### src/rtl/i2s_pkg.sv
// Shared types and constants for the I2S receive path.
// Channel codes, word-length helper and boundary decision enum.
package i2s_pkg;

  localparam int DATA_W_DEF = 16;
  localparam int SYNC_DEF   = 2;

  localparam logic WS_LEFT  = 1'b0;
  localparam logic WS_RIGHT = 1'b1;

  localparam int IDX_W_DEF = $clog2(DATA_W_DEF + 1);

  // Outcome of one WS boundary, exactly one per boundary rise.
  typedef enum logic [2:0] {
    EV_NONE,
    EV_SYNC,
    EV_SHORT,
    EV_LEFT,
    EV_PAIR,
    EV_ORPHAN
  } ev_e;

  function automatic int idx_w(input int w);
    return $clog2(w + 1);
  endfunction

endpackage

### src/rtl/i2s_rx_sync.sv
// Multi-flop synchroniser for one asynchronous I2S line.
// With EDGE set, q is a one-cycle rising-edge pulse instead of the level.
module i2s_rx_sync
  import i2s_pkg::*;
#(
  parameter int STAGES = SYNC_DEF,
  parameter bit EDGE   = 1'b0
) (
  input  logic clk,
  input  logic rst,
  input  logic raw,
  output logic q
);

  logic [STAGES-1:0] ff;

  always_ff @(posedge clk or posedge rst) begin
    if (rst) begin
      ff <= '0;
    end else begin
      ff <= {ff[STAGES-2:0], raw};
    end
  end

  generate
    if (EDGE) begin : g_edge
      logic prev;

      always_ff @(posedge clk or posedge rst) begin
        if (rst) begin
          prev <= 1'b0;
        end else begin
          prev <= ff[STAGES-1];
        end
      end

      assign q = ff[STAGES-1] & ~prev;
    end else begin : g_lvl
      assign q = ff[STAGES-1];
    end
  endgenerate

endmodule

### src/rtl/i2s_rx.sv
// Philips I2S receiver: oversampled BCLK/WS/SD, MSB-first deserialiser,
// left/right pairing with registered valid and frame-error strobes.
module i2s_rx
  import i2s_pkg::*;
#(
  parameter int DATA_W      = DATA_W_DEF,
  parameter int SYNC_STAGES = SYNC_DEF
) (
  input  logic              clk_in,
  input  logic              reset_in,
  input  logic              i2s_bclk_in,
  input  logic              i2s_ws_in,
  input  logic              i2s_d_in,
  output logic [DATA_W-1:0] left_out,
  output logic [DATA_W-1:0] right_out,
  output logic              sample_valid_out,
  output logic              frame_err_out
);

  localparam int IW = idx_w(DATA_W);
  localparam logic [IW-1:0] IDX_MAX  = IW'(DATA_W);
  localparam logic [IW-1:0] IDX_LAST = IW'(DATA_W - 1);

  logic rise;
  logic ws_s;
  logic d_s;

  i2s_rx_sync #(
    .STAGES (SYNC_STAGES),
    .EDGE   (1'b1)
  ) u_bclk (
    .clk (clk_in),
    .rst (reset_in),
    .raw (i2s_bclk_in),
    .q   (rise)
  );

  i2s_rx_sync #(
    .STAGES (SYNC_STAGES),
    .EDGE   (1'b0)
  ) u_ws (
    .clk (clk_in),
    .rst (reset_in),
    .raw (i2s_ws_in),
    .q   (ws_s)
  );

  i2s_rx_sync #(
    .STAGES (SYNC_STAGES),
    .EDGE   (1'b0)
  ) u_d (
    .clk (clk_in),
    .rst (reset_in),
    .raw (i2s_d_in),
    .q   (d_s)
  );

  logic              ws_prev;
  logic              synced;
  logic              left_ok;
  logic [IW-1:0]     idx;
  logic [DATA_W-1:0] sh;
  logic [DATA_W-1:0] left_hold;

  logic              bnd;
  logic              take;
  logic              full;
  logic [DATA_W-1:0] word;
  ev_e               ev;

  // Bits past DATA_W are dropped, so the word keeps its first DATA_W bits.
  always_comb begin
    bnd  = (ws_s != ws_prev);
    take = (idx < IDX_MAX);
    full = (idx >= IDX_LAST);
    word = take ? {sh[DATA_W-2:0], d_s} : sh;
  end

  always_comb begin
    ev = EV_NONE;
    if (rise && bnd) begin
      if (!synced) begin
        ev = EV_SYNC;
      end else if (!full) begin
        ev = EV_SHORT;
      end else if (ws_prev == WS_LEFT) begin
        ev = EV_LEFT;
      end else if (left_ok) begin
        ev = EV_PAIR;
      end else begin
        ev = EV_ORPHAN;
      end
    end
  end

  always_ff @(posedge clk_in or posedge reset_in) begin
    if (reset_in) begin
      ws_prev          <= WS_LEFT;
      synced           <= 1'b0;
      left_ok          <= 1'b0;
      idx              <= '0;
      sh               <= '0;
      left_hold        <= '0;
      left_out         <= '0;
      right_out        <= '0;
      sample_valid_out <= 1'b0;
      frame_err_out    <= 1'b0;
    end else begin
      sample_valid_out <= 1'b0;
      frame_err_out    <= 1'b0;
      if (rise) begin
        ws_prev <= ws_s;
        if (bnd) begin
          idx <= '0;
          sh  <= '0;
        end else if (take) begin
          idx <= idx + IW'(1);
          sh  <= word;
        end
      end
      unique case (ev)
        EV_NONE: ;
        EV_SYNC: synced <= 1'b1;
        EV_SHORT: begin
          frame_err_out <= 1'b1;
          if (ws_prev == WS_RIGHT) begin
            left_ok <= 1'b0;
          end
        end
        EV_LEFT: begin
          left_hold <= word;
          left_ok   <= 1'b1;
        end
        EV_PAIR: begin
          left_out         <= left_hold;
          right_out        <= word;
          sample_valid_out <= 1'b1;
          left_ok          <= 1'b0;
        end
        EV_ORPHAN: frame_err_out <= 1'b1;
        default: ;
      endcase
    end
  end

endmodule

### config.mk
export PLATFORM = sky130hd
export DESIGN_NAME = i2s_rx
export DESIGN_NICKNAME = d
export VERILOG_FILES = /design/src/rtl/i2s_pkg.sv /design/src/rtl/i2s_rx_sync.sv /design/src/rtl/i2s_rx.sv
export SDC_FILE = /design/constraint.sdc
export NUM_CORES = 1
export LEC_CHECK = 0
export CAP_MARGIN = 15
export CORE_UTILIZATION = 50
export DETAILED_ROUTE_END_ITERATION = 12
export PLACE_DENSITY = 0.86
export RECOVER_POWER = 100
export SETUP_SLACK_MARGIN = 0.2
export SYNTH_ARGS = -nofsm -noshare
export SYNTH_HDL_FRONTEND = slang
export SYNTH_HIERARCHICAL = 1
export SYNTH_SLANG_ARGS = --single-unit
### constraint.sdc
create_clock -name clk_in -period 2.7 [get_ports clk_in]
set_input_delay 0.81 -clock clk_in [delete_from_list [all_inputs] [get_ports clk_in]]
set_output_delay 0.81 -clock clk_in [all_outputs]
set_load 0.01 [all_outputs]
# Word level (Yosys, flattened, before mapping)
# Cells that the tools add are included.
# word_totals
register_bits	81
in_bits	5
output_inout_bits	34
elab_cells	46
# classes
add_sub_neg	1
n_lt_le_gt_ge	2
eq_ne	7
muxes	14
bitwise	2
reduce_logical	6
# ops
cell	n
2-to-1 mux 16 bit	3
2-to-1 mux 3 bit	4
2-to-1 mux 5 bit	2
== test 3 x 2 -> 1 bit, second input constant	2
== test 3 bit, second input constant	2
adder 5 x 1 -> 5 bit, second input constant	1
>= comparator 5 x 4 -> 1 bit, second input constant	1
< comparator 5 bit, second input constant	1
2-to-1 mux 1 bit	4
AND reduction 2 bit	2
== test 3 x 1 -> 1 bit, second input constant	1
case mux 1 bit (3 select lines)	1
nonzero test 3 bit	1
!= test 2 bit, second input constant	1
nonzero test 2 bit	1
OR reduction 2 bit	1
AND 1 bit	1
logical AND 1 bit	1
!= test 1 bit	1
NOT 1 bit	1

# Longest topological paths before layout
# Gate-level depths: netlist of the first run.
# depth
ltp_word	8
ltp_mapped	7

# Modules after synthesis
# Netlist of the first run, hierarchy kept.
# by_module_without_submodules
mod	n_inst	cells_per_inst	area_each_um2	seq_area_each_um2
i2s_rx	1	209	3134.3	1851.8
i2s_rx_sync (u_d ...)	2	3	53.8	50.0
i2s_rx_sync (u_bclk)	1	5	92.6	75.1

# Worst setup path before layout of the first run
# Ideal clock, no wire load.
# synth_timing
path_kind	register to register
startpoint	register idx[0]
endpoint	register left_hold[0]
arrival_time_ns	1.883
t_required_ns	2.573
path_slack_ns	0.690
path_stages_with_launch	8
n_path_buf	1
period_less_slack_ns	2.010
cell_sequence	dfrtp_1 -> ha_1 -> and3_1 -> ha_1 -> nor2_1 -> a211oi_4 -> buf_6 -> mux2_1
# synth_between
elab_chain_len	5
elab_cells_between_ends	7
classes_between	2 x order compare; 1 x eq/ne; 4 x mux
# synth_rtl
item	line	text
start: declaration	i2s_rx.sv:61	logic [IW-1:0] idx;
start signal: assignment	i2s_rx.sv:117	idx <= idx + IW'(1);
>= comparator 5 x 4 -> 1 bit	i2s_rx.sv:75	full = (idx >= IDX_LAST);
2-to-1 mux 3 bit	i2s_rx.sv:84	end else if (!full) begin
2-to-1 mux 3 bit	i2s_rx.sv:82	if (!synced) begin
2-to-1 mux 3 bit	i2s_rx.sv:81	if (rise && bnd) begin
== test 3 x 2 -> 1 bit	i2s_rx.sv:121	unique case (ev)
end signal: assignment	i2s_rx.sv:131	left_hold <= word;
end: declaration	i2s_rx.sv:63	logic [DATA_W-1:0] left_hold;
# Several ways; a longest one is shown, not always the timed one.
# A chain may end at the register's enable or synchronous reset.

# Final worst setup path of the first run
# layout_timing
startpoint	register idx[0]
endpoint	register right_out[10]
# layout_between
elab_chain_len	5
elab_cells_between_ends	7
classes_between	2 x order compare; 1 x eq/ne; 4 x mux
# layout_rtl
item	line	text
>= comparator 5 x 4 -> 1 bit	i2s_rx.sv:75	
2-to-1 mux 3 bit	i2s_rx.sv:84	
2-to-1 mux 3 bit	i2s_rx.sv:82	
2-to-1 mux 3 bit	i2s_rx.sv:81	
== test 3 bit	i2s_rx.sv:121	
end signal: assignment	i2s_rx.sv:136	right_out <= word;
end: declaration	i2s_rx.sv:15	output logic [DATA_W-1:0] right_out,
# Several ways; a longest one is shown, not always the timed one.

==> results of run 1 <==
## area by class of cell
cell class,instances,area [µm²]
inverter,8,33.78
clock buffer,10,137.6
sequential,81,2027
tap,77,96.34
timing repair buffer,44,431.7
clock inverter,5,80.08
multi-input combinational,119,1159
fill,487,2421
## per-layer routing
| layer | wire (µm) | vias to the layer above |
|---|---|---|
| li1 | - | 881 |
| met2 | 2648 | 35 |
| met3 | 191 | 8 |
| met5 | 0 | - |
| met1 | 2528 | 974 |
| met4 | 83 | 0 |
## registers in the layout, summed over array words and instances, names as in the netlist, 2 cells and up
| signal | count |
|---|---|
| u_d/ff | 2 |
| right_out | 16 |
| left_out | 16 |
| u_ws/ff | 2 |
| left_hold | 16 |
| sh | 16 |
| idx | 5 |
| u_bclk/ff | 2 |
## worst max-delay path by stage
stage	to	startpoint	cells after the start
finish	right_out[10]$_DFFE_PP0P_	idx[0]$_DFFE_PP0P_	7
global route	right_out[10]$_DFFE_PP0P_	idx[0]$_DFFE_PP0P_	7
CTS	left_hold[9]$_DFFE_PP0P_	idx[0]$_DFFE_PP0P_	6
detailed placement	right_out[7]$_DFFE_PP0P_	idx[0]$_DFFE_PP0P_	7
global placement	left_out[7]$_DFFE_PP0P_	idx[0]$_DFFE_PP0P_	7
floorplan	left_hold[0]$_DFFE_PP0P_	idx[0]$_DFFE_PP0P_	7
## cells in the final DEF (no fill, tap or decap), types with 2 or more instances in the layout
cell type	instances
dfrtp_1	81
mux2_2	62
dlygate4sd3_1	38
a22o_1	17
clkbuf_8	10
inv_1	7
nor2b_1	4
nand2_1	4
a21oi_1	4
o21ai_0	4
mux2_1	3
clkinvlp_4	3
a211oi_1	2
and3_1	2
nand2b_1	2
o2bb2ai_1	2
ha_1	2
bufinv_16	2
buf_4	2
## kinds of logic (layout without fill, tap and decap cells)
kind of cell    after synthesis  after routing  synth area share, %
compound gates               33             33                8.406
xor+xnor                      2              2               0.5254
fa+ha+maj                     2              2               0.7503
buf+inv                      20             67                3.489
flops                        81             81                60.79
mux                          65             65                21.95
simple gates                 17             17                4.089
## per-stage QoR
step                      utilization [%]  cell area (µm²)  total power, mW
after global placement              59.05             3771            1.402
after detailed placement            59.05             3771            1.407
after floorplan                         -             3338            1.374
after global routing                62.09             3965            2.419
after CTS                           62.58             3996            2.353
final                               62.09             3965            2.324
## Yosys cell counts, drive strengths merged
| cell | instances |
|---|---|
| xnor2 | 1 |
| nand2 | 4 |
| xor2 | 1 |
| o2bb2ai | 2 |
| a22o | 17 |
| nor2 | 1 |
| nand3 | 1 |
| a211oi | 2 |
| and3 | 2 |
| a21o | 1 |
| nand4b | 1 |
| and4b | 1 |
| ha | 2 |
| inv | 8 |
| a21oi | 4 |
| o211ai | 1 |
| buf | 10 |
| mux2 | 65 |
| dfrtp | 81 |
| nand2b | 2 |
| o21ai | 5 |
| o21ba | 1 |
| nand4 | 1 |
| nor2b | 4 |
| clkbuf | 2 |
## power by group through the flow
stage	combinational [mW]	clock (mW)	sequential (mW)
after floorplan	0.0914	0	1.28
after global placement	0.110	0	1.29
after detailed placement	0.113	0	1.29
after CTS	0.114	0.969	1.27
after global routing	0.120	1.03	1.27
final	0.105	0.950	1.27
## repair_timing
item	in CTS	in global routing
pin swaps	1	1
endpoints found under the hold margin	0	0
setup endpoints to repair	18	16
hold buffers	0	0
buffers inserted	1	1
==> summary.md, run 1 <==
| Metric | Value |
|---|---|
| Status | `completed` |
| Die W | `83.67 µm` |
| Reg2Reg Depth | `7` |
| Min-delay src | `u_bclk/ff[0]$_DFF_PP0_` |
| Cell count after placement | `327` |
| Die Area | `0.007000 mm²` |
| GRT Overall Usage | `17.42%` |
| # resized after CTS | `0` |
| Synthesized area per cell | `15.16 µm²` |
| R2r startpoint | `idx[0]$_DFFE_PP0P_` |
| RSZ-0062 raised after global routing | `no` |
| # DRC | `0` |
| Final Critical Period | `2.248 ns` |
| Arr. time, crit path | `2.47 ns` |
| Syn-to-layout area delta | `18.91%` |
| Critical path's most frequent cell | `ha_1` |
| Initial Utilization | `52.21%` |
| Slew HR | `35.16%` |
| YS warnings | `6` |
| Sequential group share of total power | `54.6%` |
| Leak | `2.018 nW` |
| Clock Skew | `0.007841 ns` |
| Row cnt | `29` |
| Final Hold Slack | `0.3512 ns` |
| CTS sink cnt | `81` |
| Met3 usage in global routing | `3.858%` |
| Vias in the first global route | `1954` |
| Crit Path Class | `flop to flop` |
| Via count | `1898` |
| H-tree level count | `3` |
| Worst path max stage delay | `0.44 ns` |
| Hold path endpoint | `u_bclk/ff[1]$_DFF_PP0_` |
| Area contributors post-synth | `dfrtp_1 (61%), mux2_2 (21%), a22o_1 (4.5%)` |
| Seq/Total Area, Yosys | `60.79%` |
| Drt wl/cell | `15.85 µm` |
| Switching Fraction | `21.72%` |
| Setup WS pre-CTS | `0.06166 ns` |
| Worst reg2reg setup slack | `0.45 ns` |
| Clock Latency Late Sink | `0.34 ns` |
| CP top delay family | `flip-flops` |
| Antenna violations before repair | `0` |
| Fmax | `444.8 MHz` |
| TritonCTS clock tree | `done` |
| FF+latch count, synth | `81` |
| Busiest grt layer | `met2` |
| Part of the power in the clock network | `40.9%` |
| Synthesized area | `0.003334 mm²` |
| Reg-to-reg critical path endpoint | `right_out[10]$_DFFE_PP0P_` |
| Vias/cell | `5.517` |
| Gate power share | `4.5%` |
| Total Nets Final | `270` |
| Worst-Margin Slew | `0.9726 ns` |
| 1st-pass router iterations | `4` |
| Largest net degree at the start of global routing | `75` |
| First-iteration detailed-routing DRC count | `102` |
| Hold Violations, Final | `0` |
| First-pass GRT wire length | `9.646 mm` |
| Crit-path cells | `ha_1, and3_1, ha_1, nor2_1, a211oi_1, clkbuf_2, mux2_2` |
| PortBufs | `38` |
| Pwr/cell area | `586.2 mW/mm²` |
| Post-Syn Nets | `227` |
| Top-area cell type share of the netlist area | `60.79%` |
| Mapped Cells | `220` |
| Final worst slack | `0.4517 ns` |
| Total wire length | `5.451 mm` |
| Area leader, netlist | `dfrtp_1` |
| Layout cells sized above 1 | `32.58%` |
| Pint | `1.820 mW` |
| Period utilisation layout | `83.27%` |
| Hold-critical path depth | `0` |
| GP Congestion | `0.6844` |
| WP buf/inv | `1` |
| Die H | `83.67 µm` |
| Met1 Usage GRT | `23.09%` |
| Post-synth cell types | `31` |
| Switch Pwr | `0.5048 mW` |
| Cts bufs inserted | `9` |
| Critical Path End Type | `flop` |
| Final Slew Violations | `0` |
| Clock transition at path regs | `0.08 ns` |
| Post-route ant nets | `0` |
| Crit start category | `flop` |
| Max stage delay cell, worst path | `dfrtp_1` |
| Remaining Overflow, GRT | `0` |
| Final HPWL DP | `3.523 mm` |
| Non-filler cells, final | `344` |
| Root buf cell | `clkbuf_8` |
| Clock Path Buffers | `2` |
| CP Data Required Time | `2.92 ns` |
| Maxcap violations | `0` |
| Fin Setup TNS | `0 ns` |
| Ant diodes | `0` |
| IO Pins | `39` |
| Worst-path fanout max | `14` |
| Worst hold path class | `flop to flop` |
| GRT met2 Usage | `27.64%` |
| Max rail drop VDD | `359.7 µV` |
| Core area | `0.006386 mm²` |
| Final setup violation count | `0` |
No activity file was read; power rests on OpenSTA's default activity.
==> inputs of run 2 (changes only) <==
clock period = 1.8 ns   (was 2.7 ns; I/O delays follow)
==> run 2 against run 1 <==
Against the previous run:
- the flow now finishes with violations (setup timing)
- critical endpoint is now left_out[1]$_DFFE_PP0P_
- sequential share of layout area is 6.6 points lower
- worst hold slack better by 0.0067 ns
- clock skew fell by 0.00052 ns
- die area did not move
==> summary.md, run 2 (synthesized netlist as in run 1, its figures left out) <==
| Metric | Value |
|---|---|
| Status | `complete, but fails checks` |
| Failing checks | `setup timing` |
| Fmax | `494.7 MHz (+11%)` |
| Non-filler cells, final | `384 (+12%)` |
| GP Congestion | `0.7549 (+10%)` |
| RSZ-0062 raised after global routing | `yes` |
| Pwr/cell area | `802.0 mW/mm² (+37%)` |
| Fin Setup TNS | `-8.418 ns (-8.418 ns)` |
| Largest net degree at the start of global routing | `44 (-41%)` |
| Vias in the first global route | `2150 (+10%)` |
| PortBufs | `38 (unchanged)` |
| Reg-to-reg critical path endpoint | `left_out[1]$_DFFE_PP0P_` |
| Final worst slack | `-0.2214 ns (-0.6731 ns)` |
| Period utilisation layout | `112.3% (+29 points)` |
| Reg2Reg Depth | `9 (+2)` |
| Worst-path fanout max | `7 (-7)` |
| Commonest cells after routing, fill and taps aside | `dfrtp_1 (81), mux2_4 (47), buf_4 (31)` |
| Clock Skew | `0.007326 ns (-0.0005152 ns)` |
| Ant diodes | `0 (unchanged)` |
| CP Data Required Time | `2.04 ns (-0.88 ns)` |
| # DRC | `0 (unchanged)` |
| Vias/cell | `5.479 (-0.69%)` |
| CP Capture Point | `left_out[1]$_DFFE_PP0P_` |
| Worst-Margin Slew | `0.7921 ns (-0.1805 ns)` |
| Cts bufs inserted | `9 (unchanged)` |
| Design Power | `3.649 mW (+57%)` |
| Die W | `83.67 µm (unchanged)` |
| Antenna violations before repair | `0 (unchanged)` |
| Critical Path End Type | `flop` |
| Clock Latency Late Sink | `0.36 ns (+0.02 ns)` |
| Slew HR | `47.19% (+12 points)` |
| Die H | `83.67 µm (unchanged)` |
| Row cnt | `29 (unchanged)` |
| Total Nets Final | `309 (+14%)` |
| Die Area | `0.007000 mm² (unchanged)` |
| Maxcap violations | `0 (unchanged)` |
| 1st-pass router iterations | `4 (unchanged)` |
| Total wire length | `6.925 mm (+27%)` |
| Hold Violations, Final | `0 (unchanged)` |
| Worst setup startpoint | `idx[1]$_DFFE_PP0P_` |
| First-iteration detailed-routing DRC count | `154 (+51%)` |
| Via count | `2104 (+11%)` |
| Worst hold path class | `flop to flop` |
| Post-route ant nets | `0 (unchanged)` |
| Leak | `2.244 nW (+11%)` |
| Crit Path Class | `flop to flop` |
| Initial Utilization | `52.21% (unchanged)` |
| First-pass GRT wire length | `10.84 mm (+12%)` |
| Final Critical Period | `2.021 ns (-0.2269 ns)` |
| R2r startpoint | `idx[1]$_DFFE_PP0P_` |
| CTS sink cnt | `81 (unchanged)` |
| Root buf cell | `clkbuf_8` |
| Clock Path Buffers | `2 (unchanged)` |
| Worst reg2reg setup slack | `-0.22 ns (-0.67 ns)` |
| GRT Overall Usage | `20.03% (+2.6 points)` |
| TritonCTS clock tree | `done` |
| Final setup violation count | `49 (+49)` |
| Setup WS pre-CTS | `-0.3726 ns (-0.4343 ns)` |
| Clock transition at path regs | `0.09 ns (about the same)` |
| Remaining Overflow, GRT | `0 (unchanged)` |
| IO Pins | `39 (unchanged)` |
| Core area | `0.006386 mm² (unchanged)` |
| Util after Layout | `71.24% (+9.1 points)` |
| H-tree level count | `3 (unchanged)` |
| Drt wl/cell | `18.03 µm (+14%)` |
| Commonest non-fill, non-tap cell in the layout | `dfrtp_1` |
| Layout cells sized above 1 | `44.63% (+12 points)` |
| Final Slew Violations | `0 (unchanged)` |
| Cell count after placement | `346 (+5.8%)` |
| Syn-to-layout area delta | `36.44%` |
| Final HPWL DP | `3.748 mm (+6.4%)` |
| Crit start category | `flop` |
| Arr. time, crit path | `2.26 ns (-0.21 ns)` |
| Max rail drop VDD | `555.7 µV (+54%)` |
## run 2: cell types whose count changed in the layout (fill, tap and decap cells not counted), sizes merged
| cell | before | now |
|---|---|---|
| clkinvlp | 3 | 2 |
| dlygate4sd2 | 0 | 20 |
| clkinv | 1 | 2 |
| inv | 7 | 9 |
| clkbuf | 13 | 15 |
| buf | 3 | 39 |
| dlygate4sd3 | 38 | 4 |
| clkdlybuf4s25 | 0 | 14 |
## run 2: timing repair
item	CTS	global route
cloned	1	1
buffers inserted	8	12
pin swaps	2	2
resized for setup	73	33
hold buffers	0	0
endpoints found under the setup margin	102	87
## run 2: metal layers
| layer | global-route usage (%) | vias to the layer above | wire length, µm |
|---|---|---|---|
| met1 | 27.02 | 1084 | 3144 |
| li1 | - | 951 | - |
| met3 | 3.759 | 19 | 250 |
| met2 | 30.60 | 50 | 3347 |
| met5 | 0 | - | 0 |
| met4 | 11.40 | 0 | 182 |
## run 2: layout make-up
class,count,area [µm²]
clock inverter,7,102.6
inverter,8,31.28
fill,374,1837
tap,77,96.34
sequential,81,2027
clock buffer,9,123.9
timing repair buffer,83,773.2
multi-input combinational,119,1395
## run 2: report_power, final
group / internal (mW) / switching [mW]
Clock: 0.795 / 0.711
Combinational: 0.114 / 0.138
Sequential: 1.86 / 0.0348
## run 2: worst min path at each step
stage                             endpoint  cells after the start                   start
finish              u_bclk/ff[1]$_DFF_PP0_                      0  u_bclk/ff[0]$_DFF_PP0_
global route          u_ws/ff[1]$_DFF_PP0_                      0    u_ws/ff[0]$_DFF_PP0_
detailed placement     u_d/ff[1]$_DFF_PP0_                      0     u_d/ff[0]$_DFF_PP0_
floorplan              u_d/ff[0]$_DFF_PP0_                      1                reset_in
CTS                 u_bclk/ff[1]$_DFF_PP0_                      0  u_bclk/ff[0]$_DFF_PP0_
global placement    u_bclk/ff[1]$_DFF_PP0_                      0  u_bclk/ff[0]$_DFF_PP0_
## run 2: per-stage QoR
step	instance area (µm²)	hold slack [ns]
2_1_floorplan	3341	0.2812
3_3_place_gp	3954	0.3373
3_5_place_dp	3954	0.3418
4_1_cts	4383	0.3629
5_1_grt	4549	0.3697
6_report	4549	0.3579
## run 2: critical path, cell delays in order (launching register included)
cell and delay, ns:
dfrtp_1 0.38, ha_2 0.19, and3_4 0.18, ha_4 0.12
nor2_2 0.04, buf_6 0.11, a211oi_4 0.24, buf_12 0.18
clkbuf_16 0.16, mux2_4 0.30
==> inputs of run 3 (changes only) <==
HOLD_SLACK_MARGIN = 0.08   (was unset)
==> results of run 3 <==
Final layout, timing and power as in run 2 (identical DEF).
